### config.mk
export PLATFORM = sky130hd
export DESIGN_NAME = opb_master_bridge
export DESIGN_NICKNAME = d
export VERILOG_FILES = /design/src/rtl/opb_master_bridge.sv
export SDC_FILE = /design/constraint.sdc
export NUM_CORES = 1
export LEC_CHECK = 0
export ABC_AREA = 1
export CAP_MARGIN = 20
export CORE_ASPECT_RATIO = 1.25
export CORE_UTILIZATION = 43
export CTS_CLUSTER_DIAMETER = 100
export DETAILED_ROUTE_END_ITERATION = 12
export GPL_TIMING_DRIVEN = 0
export PLACE_DENSITY_LB_ADDON = 0.05
export SYNTH_ARGS = -nofsm -noshare
export SYNTH_HDL_FRONTEND = slang
export SYNTH_SLANG_ARGS = --single-unit
### constraint.sdc
create_clock -name OPB_Clk -period 1.65 [get_ports OPB_Clk]
set_clock_uncertainty 0.1 [all_clocks]
set_input_delay 0.2475 -clock OPB_Clk [delete_from_list [all_inputs] [get_ports OPB_Clk]]
set_output_delay 0.2475 -clock OPB_Clk [all_outputs]
set_load 0.05 [all_outputs]
### src/rtl/opb_master_bridge.sv
// Single-word OPB bus master: turns fabric commands into OPB transfers and returns one response each.
// Optional local watchdog in the transfer phase is enabled by defining OPB_MASTER_WDOG_EN.
module opb_master_bridge #(
  parameter int unsigned C_OPB_AWIDTH  = 32,
  parameter int unsigned C_OPB_DWIDTH  = 32,
  parameter int unsigned C_MAX_RETRY   = 8,
  parameter int unsigned C_WDOG_CYCLES = 64
) (
  input  logic                        OPB_Clk,
  input  logic                        OPB_Rst_n,
  input  logic                        cmd_valid,
  output logic                        cmd_ready,
  input  logic                        cmd_rnw,
  input  logic [0:C_OPB_AWIDTH-1]     cmd_addr,
  input  logic [0:C_OPB_DWIDTH/8-1]   cmd_be,
  input  logic [0:C_OPB_DWIDTH-1]     cmd_wdata,
  output logic                        rsp_valid,
  output logic [0:C_OPB_DWIDTH-1]     rsp_rdata,
  output logic                        rsp_err,
  output logic                        M_request,
  output logic                        M_select,
  output logic                        M_RNW,
  output logic [0:C_OPB_AWIDTH-1]     M_ABus,
  output logic [0:C_OPB_DWIDTH/8-1]   M_BE,
  output logic [0:C_OPB_DWIDTH-1]     M_DBus,
  output logic                        M_seqAddr,
  output logic                        M_busLock,
  input  logic                        OPB_MGrant,
  input  logic [0:C_OPB_DWIDTH-1]     OPB_DBus,
  input  logic                        OPB_xferAck,
  input  logic                        OPB_errAck,
  input  logic                        OPB_retry,
  input  logic                        OPB_timeout,
  input  logic                        OPB_toutSup
);

  typedef enum logic [1:0] {StIdle, StReq, StXfer, StResp} state_e;

  state_e                      state_q, state_d;
  logic                        ready_q;
  logic                        rnw_q;
  logic [0:C_OPB_AWIDTH-1]     addr_q;
  logic [0:C_OPB_DWIDTH/8-1]   be_q;
  logic [0:C_OPB_DWIDTH-1]     wdata_q;
  logic [0:C_OPB_DWIDTH-1]     rdata_q, rdata_d;
  logic                        err_q, err_d;
  logic [7:0]                  retry_q, retry_d, retry_inc;
  logic                        accept;
  logic                        sel;
  logic                        wdog_hit;

`ifdef OPB_MASTER_WDOG_EN
  localparam int unsigned WdogW = $clog2(C_WDOG_CYCLES + 1);
  logic [WdogW-1:0] wdog_q, wdog_d;

  // Held at zero outside the transfer phase so every select phase starts fresh.
  always_comb begin
    wdog_d = '0;
    if (state_q == StXfer) wdog_d = OPB_toutSup ? wdog_q : wdog_q + 1'b1;
  end

  assign wdog_hit = (state_q == StXfer) && !OPB_toutSup &&
                    (wdog_q == WdogW'(C_WDOG_CYCLES - 1));

  always_ff @(posedge OPB_Clk or negedge OPB_Rst_n) begin
    if (!OPB_Rst_n) wdog_q <= '0;
    else            wdog_q <= wdog_d;
  end
`else
  logic unused_tout_sup;
  assign unused_tout_sup = OPB_toutSup;
  assign wdog_hit        = 1'b0;
`endif

  assign retry_inc = retry_q + 8'd1;

  always_comb begin
    state_d = state_q;
    retry_d = retry_q;
    rdata_d = rdata_q;
    err_d   = err_q;
    accept  = 1'b0;
    unique case (state_q)
      StIdle: begin
        if (cmd_valid && ready_q) begin
          accept  = 1'b1;
          retry_d = '0;
          rdata_d = '0;
          err_d   = 1'b0;
          state_d = StReq;
        end
      end
      StReq: begin
        if (OPB_MGrant) state_d = StXfer;
      end
      StXfer: begin
        if (OPB_errAck || OPB_timeout) begin
          err_d   = 1'b1;
          rdata_d = '0;
          state_d = StResp;
        end else if (OPB_xferAck) begin
          if (rnw_q) rdata_d = OPB_DBus;
          state_d = StResp;
        end else if (OPB_retry) begin
          retry_d = retry_inc;
          if (retry_inc == 8'(C_MAX_RETRY)) begin
            err_d   = 1'b1;
            state_d = StResp;
          end else begin
            state_d = StReq;
          end
        end else if (wdog_hit) begin
          err_d   = 1'b1;
          state_d = StResp;
        end
      end
      StResp:  state_d = StIdle;
      default: state_d = StIdle;
    endcase
  end

  always_ff @(posedge OPB_Clk or negedge OPB_Rst_n) begin
    if (!OPB_Rst_n) state_q <= StIdle;
    else            state_q <= state_d;
  end

  always_ff @(posedge OPB_Clk or negedge OPB_Rst_n) begin
    if (!OPB_Rst_n) begin
      ready_q <= 1'b0;
      rnw_q   <= 1'b0;
      addr_q  <= '0;
      be_q    <= '0;
      wdata_q <= '0;
      rdata_q <= '0;
      err_q   <= 1'b0;
      retry_q <= '0;
    end else begin
      ready_q <= 1'b1;
      rdata_q <= rdata_d;
      err_q   <= err_d;
      retry_q <= retry_d;
      if (accept) begin
        rnw_q   <= cmd_rnw;
        addr_q  <= cmd_addr;
        be_q    <= cmd_be;
        wdata_q <= cmd_wdata;
      end
    end
  end

  // Outputs decode flops only; bus fields are forced to 0 when not selected (OR-bus).
  assign sel       = (state_q == StXfer);
  assign cmd_ready = ready_q && (state_q == StIdle);
  assign M_request = (state_q == StReq);
  assign M_select  = sel;
  assign M_RNW     = sel && rnw_q;
  assign M_ABus    = sel ? addr_q : '0;
  assign M_BE      = sel ? be_q : '0;
  assign M_DBus    = (sel && !rnw_q) ? wdata_q : '0;
  assign M_seqAddr = 1'b0;
  assign M_busLock = 1'b0;
  assign rsp_valid = (state_q == StResp);
  assign rsp_rdata = rsp_valid ? rdata_q : '0;
  assign rsp_err   = rsp_valid && err_q;

endmodule
==> out/qor.csv, run 1 <==
stage,metric,value,unit
worst_setup_path,critical path arrival,1.74,ns
yosys,"Async S/R FF share, synth",1.000,
route,1st-pass router iterations,6,
finish,fin area,10450,sq um
flow_run,MaxCap Viol Count,0,
placement,DP HPWL,11.11,mm
sta,crit share post-route,1.266,
floorplanning,Die Wd,100.2,um
floorplanning,I/O pin count,218,
yosys,most instantiated cells after synthesis,"nor2_1 (183), inv_1 (118), dfrtp_1 (113), a21oi_1 (71), nand3_1 (43)",
finish,ratio of cells with drive above 1 in the final layout,0.4683,
power,switching share of power,0.4388,
power,Power Density,1906,nW/um^2
worst_setup_path,Max stage delay on crit path,0.43,ns
floorplanning,die height,124.7,um
clock_tree,Num Clock Sinks,113,
worst_setup_path,Worst Setup End Kind,output port,
power,Reg power frac,0.205,
status,status,"finished, violations left",
worst_setup_path,critical path's slowest cell,dfrtp_2,
global_route,total gr overflow,0,
yosys,sequential element share of the synthesized area,0.5458,
global_route,vias in the first global route,5520,
sta,Pins Over Slew Limit,0,
route,Detail Route Antenna Nets,0,
route,post-DR wirelength/cell,19.84,um
yosys,Mapped Area,5181,sq um
placement,Area after DPL,8258,sq um
yosys,"EDFF count, synth",0,
power,leakage,4.674,nW
worst_setup_path,crit start category,register,
yosys,Synth area leader,dfrtp_1,
clock_tree,clock-pin slew on the worst setup and hold paths,0.05,ns
floorplanning,Std-Cell Rows,44,
route,final WL,21.66,mm
floorplanning,core area,11670,sq um
finish,fillers,522,
placement,placer congestion estimate,0.8136,
placement,Port Buffers,214,
route,via count,5797,
worst_setup_path,CP max FO,8,
global_route,largest net degree at the start of global routing,98,
global_route,first-pass GRT wire length,26.48,mm
floorplanning,Starting Density,0.4439,
worst_setup_path,critical path class,reg2out,
yosys,"Top FF cell, synth",dfrtp_1,
finish,Sequential cell area,2834,sq um
sta,fmax,0.4788,GHz
finish,Layout area overhead,101.7,%
sta,Final setup viols,208,
yosys,Netlist cell types,25,
global_route,GRT Util Overall,0.2712,
yosys,Synth Register Bits,113,
route,DR vias/cell,5.309,
clock_tree,Root Buffer,clkbuf_16,
clock_tree,htree depth,4,
sta,post-route setup slack,-0.4385,ns
yosys,Post-Synthesis Cells,656,
route,number of remaining DRC errors,0,
finish,"Net count, final",1029,
finish,ant diodes,0,
yosys,"top cells by area, synth","dfrtp_1 (55%), nor2_1 (13%), inv_1 (8.5%)",
global_route,initial antenna violation count,0,
yosys,Mean Syn Cell Area,7.898,sq um
worst_hold_path,HP Class,in2async,
finish,multi-input logic area,2950,sq um
sta,Final Hold Fails,0,
yosys,most frequent cell after synthesis,nor2_1,
yosys,area share of the largest cell type after synthesis,0.5458,
sta,RSZ-0062 raised after global routing,true,
power,Gate power share,0.569,
clock_tree,CTS Buffer Depth,2,
sta,Tmin final,2.089,ns
floorplanning,die area,12500,sq um
clock_tree,CTS buffer count,17,
power,VDD IR max,1.250,mV
status,failing checks,setup timing,
worst_setup_path,WP data required,1.30,ns
sta,Hold WS,0.1348,ns
route,Iter 0 DRT Violations,362,
clock_tree,worst-skew pair later-pin latency,0.42,ns
power,internal power,11.18,mW
worst_setup_path,"Critical Path, Cell by Cell",inv_2 -> nand2_4 -> clkinvlp_4 -> nand2_8 -> buf_12 -> nor2_4 -> buf_8,
yosys,Synth Warn #,0,
clock_tree,CTS tree,built,
power,Net Sw Power,8.743,mW
power,Clk network pwr share,0.226,
## routing by layer
layer  vias up  GRT usage  wire, um
li1       2534          -         -
met1      2853     0.3048      7271
met2       325     0.4710     11820
met3        85    0.08418      1653
met4         0     0.1100       911
met5         -          0         0
## cell families (layout without fill, tap and decap cells)
logic type | count (synthesis) | in the layout | synth area share
AND/OR/NAND/NOR | 264 | 264 | 0.2062
buffers and inverters | 158 | 432 | 0.1275
AO/OA/AOI/OAI | 118 | 118 | 0.1166
flip-flops | 113 | 113 | 0.5458
other | 2 | 3 | 0.001449
adder cells (fa/ha/maj) | 1 | 1 | 0.002414
## state kept, by name (all words and copies together) (netlist names)
signal / cells
addr_q: 32
be_q: 4
err_q: 1
rdata_q: 32
ready_q: 1
retry_q: 8
rnw_q: 1
state_q: 2
wdata_q: 32
## critical path: cells and delay by family, from the launching register on
kind	cells	cell delay (ns)
AND/OR/NAND/NOR	3	0.31
flip-flops	1	0.43
buffers and inverters	4	0.57
## path summary, 6_finish.rpt
| kind | startpoint | endpoint | slack (ns) | cells past startpoint |
|---|---|---|---|---|
| max in group asynchronous | OPB_Rst_n | retry_q[3]$_DFFE_PN0P_ | 0.58 | 3 |
| hold / removal | OPB_Rst_n | rdata_q[29]$_DFFE_PN0P_ | 0.13 | 2 |
| hold reg to reg | err_q$_DFFE_PN0P_ | err_q$_DFFE_PN0P_ | 0.41 | 2 |
| setup reg to reg | state_q[1]$_DFFE_PN0P_ | addr_q[17]$_DFFE_PN0P_ | -0.33 | 9 |
| setup / recovery | state_q[0]$_DFFE_PN0P_ | M_DBus[14] | -0.44 | 7 |
| min in group OPB_Clk | OPB_DBus[29] | rdata_q[29]$_DFFE_PN0P_ | 0.30 | 3 |
## area by class of cell
| cell class | instances | share of cell area |
|---|---|---|
| inverters | 121 | 0.04478 |
| plain buffers | 37 | 0.05376 |
| repair buffers | 242 | 0.2602 |
| multi-input cells | 386 | 0.2823 |
| well taps | 161 | 0.01928 |
| clock inverters | 11 | 0.02443 |
| clock buffers | 21 | 0.04406 |
| flip-flops and latches | 113 | 0.2712 |
## metrics by stage
| stage | instances | TNS, ns | utilization | power (mW) | worst slack [ns] |
|---|---|---|---|---|---|
| floorplan | 657 | -17.36 | - | 10.19 | -0.1872 |
| global placement | 1032 | -541.16 | 0.7051 | 12.43 | -4.538 |
| detailed placement | 1033 | -79.74 | 0.7075 | 12.60 | -0.8603 |
| CTS | 1076 | -30.00 | 0.7967 | 17.99 | -0.4133 |
| global route | 1092 | -57.36 | 0.8954 | 20.62 | -0.4911 |
| finish | 1092 | -48.89 | 0.8954 | 19.92 | -0.4385 |
## timing repair
action,4_1_cts,5_1_grt
gates resized for setup,758,235
hold buffers,1,0
setup buffers,8,6
setup endpoints to repair,108,201
gates cloned,2,11
pin swaps,2,16
endpoints found under the hold margin,113,0
## power groups by stage
stage	combinational, mW	clock, mW	sequential, mW
2_1_floorplan	6.22	0	3.98
3_3_place_gp	8.39	0	4.03
3_5_place_dp	8.54	0	4.06
4_1_cts	9.51	4.48	4.01
5_1_grt	11.8	4.66	4.14
6_report	11.3	4.50	4.08
## cell usage in the layout, fill, tap and decap left out, types with 2 or more instances in the layout
cell	Yosys	routed
nand2_8	0	2
clkbuf_1	5	2
nor2_1	183	44
inv_2	1	3
buf_4	5	41
o21ai_2	0	11
o21ai_1	33	28
inv_1	118	115
o22ai_1	2	2
clkinv_2	0	3
a21oi_2	0	49
nor2_2	2	37
nand2_1	31	24
a21oi_4	0	2
clkbuf_8	0	5
nand2_4	0	3
buf_16	0	3
nor2_4	0	104
nand3_1	43	35
bufinv_16	0	8
nand4_1	2	2
buf_12	0	16
nand3_2	0	7
buf_6	2	70
clkbuf_16	0	28
a21oi_1	71	20
dfrtp_2	0	5
buf_8	0	24
o21ai_0	8	2
conb_1	2	3
nand2_2	2	4
dfrtp_1	113	108
clkdlybuf4s50_1	0	107
(Power assumes the default switching activity.)
==> inputs of run 2 (changes only) <==
CAP_MARGIN = not set   (was 20)
MAX_ROUTING_LAYER = met4   (was not set)
==> run 2 against run 1 <==
Against the previous run: the flow still finishes with violations (setup timing); clock power shrank 1%; utilization shrank 5.7 points; sequential power shrank 1%; design area shrank 6.4%; highest routed layer unchanged; power shrank 5.5%; sequential cell count is the same; critical path depth is the same; setup slack gained 0.0072 ns; die area is the same.
==> out/qor.csv, run 2 (synthesis gave the netlist of run 1 again) <==
stage,metric,value,unit,change
status,status,"finished, violations left",,unchanged
status,failing checks,setup timing,,unchanged
floorplanning,core area,11670,sq um,unchanged
placement,DP HPWL,11.11,mm,unchanged
finish,most frequent cells in the layout,"inv_1 (116), dfrtp_1 (108), clkdlybuf4s50_1 (107), nor2_1 (82), buf_6 (75)",,"was inv_1 (115), dfrtp_1 (108), clkdlybuf4s50_1 (107), nor2_4 (104), buf_6 (70)"
finish,"commonest non-fill, non-tap cell in the layout",inv_1,,unchanged
sta,Final setup viols,205,,was 208
floorplanning,Starting Density,0.4439,,unchanged
clock_tree,Num Clock Sinks,113,,unchanged
placement,placer congestion estimate,0.8256,,was 0.8136
worst_setup_path,critical path class,reg2out,,unchanged
sta,Tmin final,2.081,ns,was 2.089 ns
global_route,total gr overflow,0,,unchanged
route,Iter 0 DRT Violations,275,,was 362
flow_run,MaxCap Viol Count,0,,unchanged
finish,fillers,686,,was 522
route,via count,5340,,was 5797
finish,"Net count, final",1021,,was 1029
clock_tree,Root Buffer,clkbuf_16,,unchanged
worst_setup_path,critical path arrival,1.73,ns,was 1.74 ns
sta,Slew headroom,0.6630,,
placement,Port Buffers,214,,unchanged
sta,fmax,0.4805,GHz,was 0.4788 GHz
sta,Final Hold Fails,0,,unchanged
worst_setup_path,critical path's slowest cell,dfrtp_2,,unchanged
power,Power Density,1923,nW/um^2,was 1906 nW/um^2
power,leakage,4.504,nW,was 4.674 nW
floorplanning,Std-Cell Rows,44,,unchanged
finish,Regs by FF count,"addr_q (32), rdata_q (32), wdata_q (32)",,unchanged
clock_tree,CTS buffer count,17,,unchanged
power,Total Power,18.82,mW,was 19.92 mW
worst_setup_path,Crit path max-delay family,buffers and inverters,,unchanged
route,number of remaining DRC errors,0,,unchanged
finish,ant diodes,0,,unchanged
sta,Slew @ Worst Pin,0.5055,ns,
route,post-DR wirelength/cell,16.00,um,was 19.84 um
route,1st-pass router iterations,5,,was 6
worst_setup_path,crit start category,register,,unchanged
placement,Area after DPL,8258,sq um,unchanged
global_route,vias in the first global route,5520,,unchanged
worst_setup_path,"Critical Path, Cell by Cell",inv_2 -> nand2_4 -> clkinvlp_4 -> nand2_8 -> clkbuf_16 -> nor2_4 -> buf_6,,was inv_2 -> nand2_4 -> clkinvlp_4 -> nand2_8 -> buf_12 -> nor2_4 -> buf_8
finish,multi-input logic area,2595,sq um,was 2950 sq um
clock_tree,htree depth,4,,unchanged
global_route,largest net degree at the start of global routing,98,,unchanged
worst_setup_path,WP data required,1.30,ns,about the same
worst_setup_path,Worst Setup End Kind,output port,,unchanged
worst_setup_path,CP max FO,8,,unchanged
sta,RSZ-0062 raised after global routing,true,,unchanged
finish,Sequential cell area,2834,sq um,unchanged
floorplanning,die area,12500,sq um,unchanged
floorplanning,die height,124.7,um,unchanged
sta,post-route setup slack,-0.4314,ns,was -0.4385 ns
finish,ratio of cells with drive above 1 in the final layout,0.3998,,was 0.4683
route,Detail Route Antenna Nets,0,,unchanged
sta,Pins Over Slew Limit,0,,unchanged
global_route,initial antenna violation count,0,,unchanged
sta,crit share post-route,1.261,,was 1.266
finish,fin area,9783,sq um,was 10450 sq um
worst_hold_path,HP Class,in2async,,unchanged
power,VDD IR max,1.055,mV,was 1.250 mV
worst_setup_path,Buf/Inv on CP,4,,unchanged
floorplanning,Die Wd,100.2,um,unchanged
route,DR vias/cell,4.926,,was 5.309
global_route,first-pass GRT wire length,26.45,mm,was 26.48 mm
clock_tree,CTS Buffer Depth,2,,unchanged
clock_tree,clock-pin slew on the worst setup and hold paths,0.05,ns,about the same
clock_tree,worst-skew pair later-pin latency,0.41,ns,was 0.42 ns
route,final WL,17.34,mm,was 21.66 mm
worst_setup_path,Max stage delay on crit path,0.43,ns,about the same
clock_tree,CTS tree,built,,unchanged
finish,Layout area overhead,88.82,%,was 101.7%
floorplanning,I/O pin count,218,,unchanged
global_route,GRT Util Overall,0.2793,,was 0.2712
[run 2: changes by cell type in the layout (fill, tap and decap cells not counted), moves of 8 or more]
| cell | previous run | this run |
|---|---|---|
| nor2_1 | 44 | 82 |
| nor2_4 | 104 | 71 |
| a21oi_1 | 20 | 33 |
| a21oi_2 | 49 | 37 |
| buf_12 | 16 | 7 |
| clkbuf_16 | 28 | 20 |
[run 2: path summary, 6_finish.rpt]
kind / start / to / slack, ns / depth (start not counted)
min: OPB_Rst_n / rdata_q[29]$_DFFE_PN0P_ / 0.14 / 2
min in group OPB_Clk: OPB_DBus[29] / rdata_q[29]$_DFFE_PN0P_ / 0.30 / 3
min reg2reg: rdata_q[23]$_DFFE_PN0P_ / rdata_q[23]$_DFFE_PN0P_ / 0.42 / 2
max: state_q[0]$_DFFE_PN0P_ / M_DBus[19] / -0.43 / 7
max reg2reg: state_q[1]$_DFFE_PN0P_ / wdata_q[14]$_DFFE_PN0P_ / -0.17 / 7
max in group asynchronous: OPB_Rst_n / wdata_q[29]$_DFFE_PN0P_ / 0.57 / 3
[run 2: timing repair]
| item | 4_1_cts | 5_1_grt |
|---|---|---|
| resized for setup | 758 | 114 |
| gates cloned | 2 | 3 |
| hold endpoints to repair | 113 | 0 |
| buffers inserted | 8 | 6 |
| pin swaps | 2 | 8 |
| endpoints found under the setup margin | 108 | 201 |
| hold buffers | 1 | 0 |
[run 2: metal layers]
layer / wire length (um) / GRT usage / vias to the layer above
met3: 1118 / 0.08025 / 42
met5: 0 / - / -
met2: 9196 / 0.4710 / 212
met4: 424 / 0.1074 / 0
li1: - / - / 2526
met1: 6601 / 0.3092 / 2560
[run 2: worst reg2reg max path, delay by kind of cell (launching register included)]
family	cells	cell delay, ns
DFF	1	0.44
AOI/OAI and AO/OA	1	0.21
and+or+nand+nor	2	0.30
buffers and inverters	4	0.66
[run 2: final cells by class]
cell class | instances | share of cell area
sequential | 113 | 0.2897
multi-input combinational | 386 | 0.2653
timing repair buffer | 234 | 0.2571
inverter | 121 | 0.04783
clock buffer | 21 | 0.04706
buffer | 37 | 0.04643
clock inverter | 11 | 0.02609
tap | 161 | 0.02059
[run 2: where the power goes]
| group | internal, mW | total (mW) | switching (mW) | leakage, nW |
|---|---|---|---|---|
| combinational | 3.82 | 10.3 | 6.53 | 2.81 |
| sequential | 3.72 | 4.03 | 0.304 | 1.34 |
| clock | 3.21 | 4.44 | 1.24 | 0.351 |
| total | 10.8 | 18.8 | 8.06 | 4.50 |
[run 2: stage by stage]
step	worst slack (ns)	TNS [ns]	utilization	std cells	hold WS (ns)
floorplan	-0.1872	-17.36	-	657	-0.1481
global placement	-4.538	-541.16	0.7051	1032	0.3935
detailed placement	-0.8603	-79.74	0.7075	1033	-0.006169
CTS	-0.4133	-30.00	0.7967	1076	0.1276
global route	-0.4762	-50.21	0.8382	1084	0.1401
finish	-0.4314	-39.01	0.8382	1084	0.1383
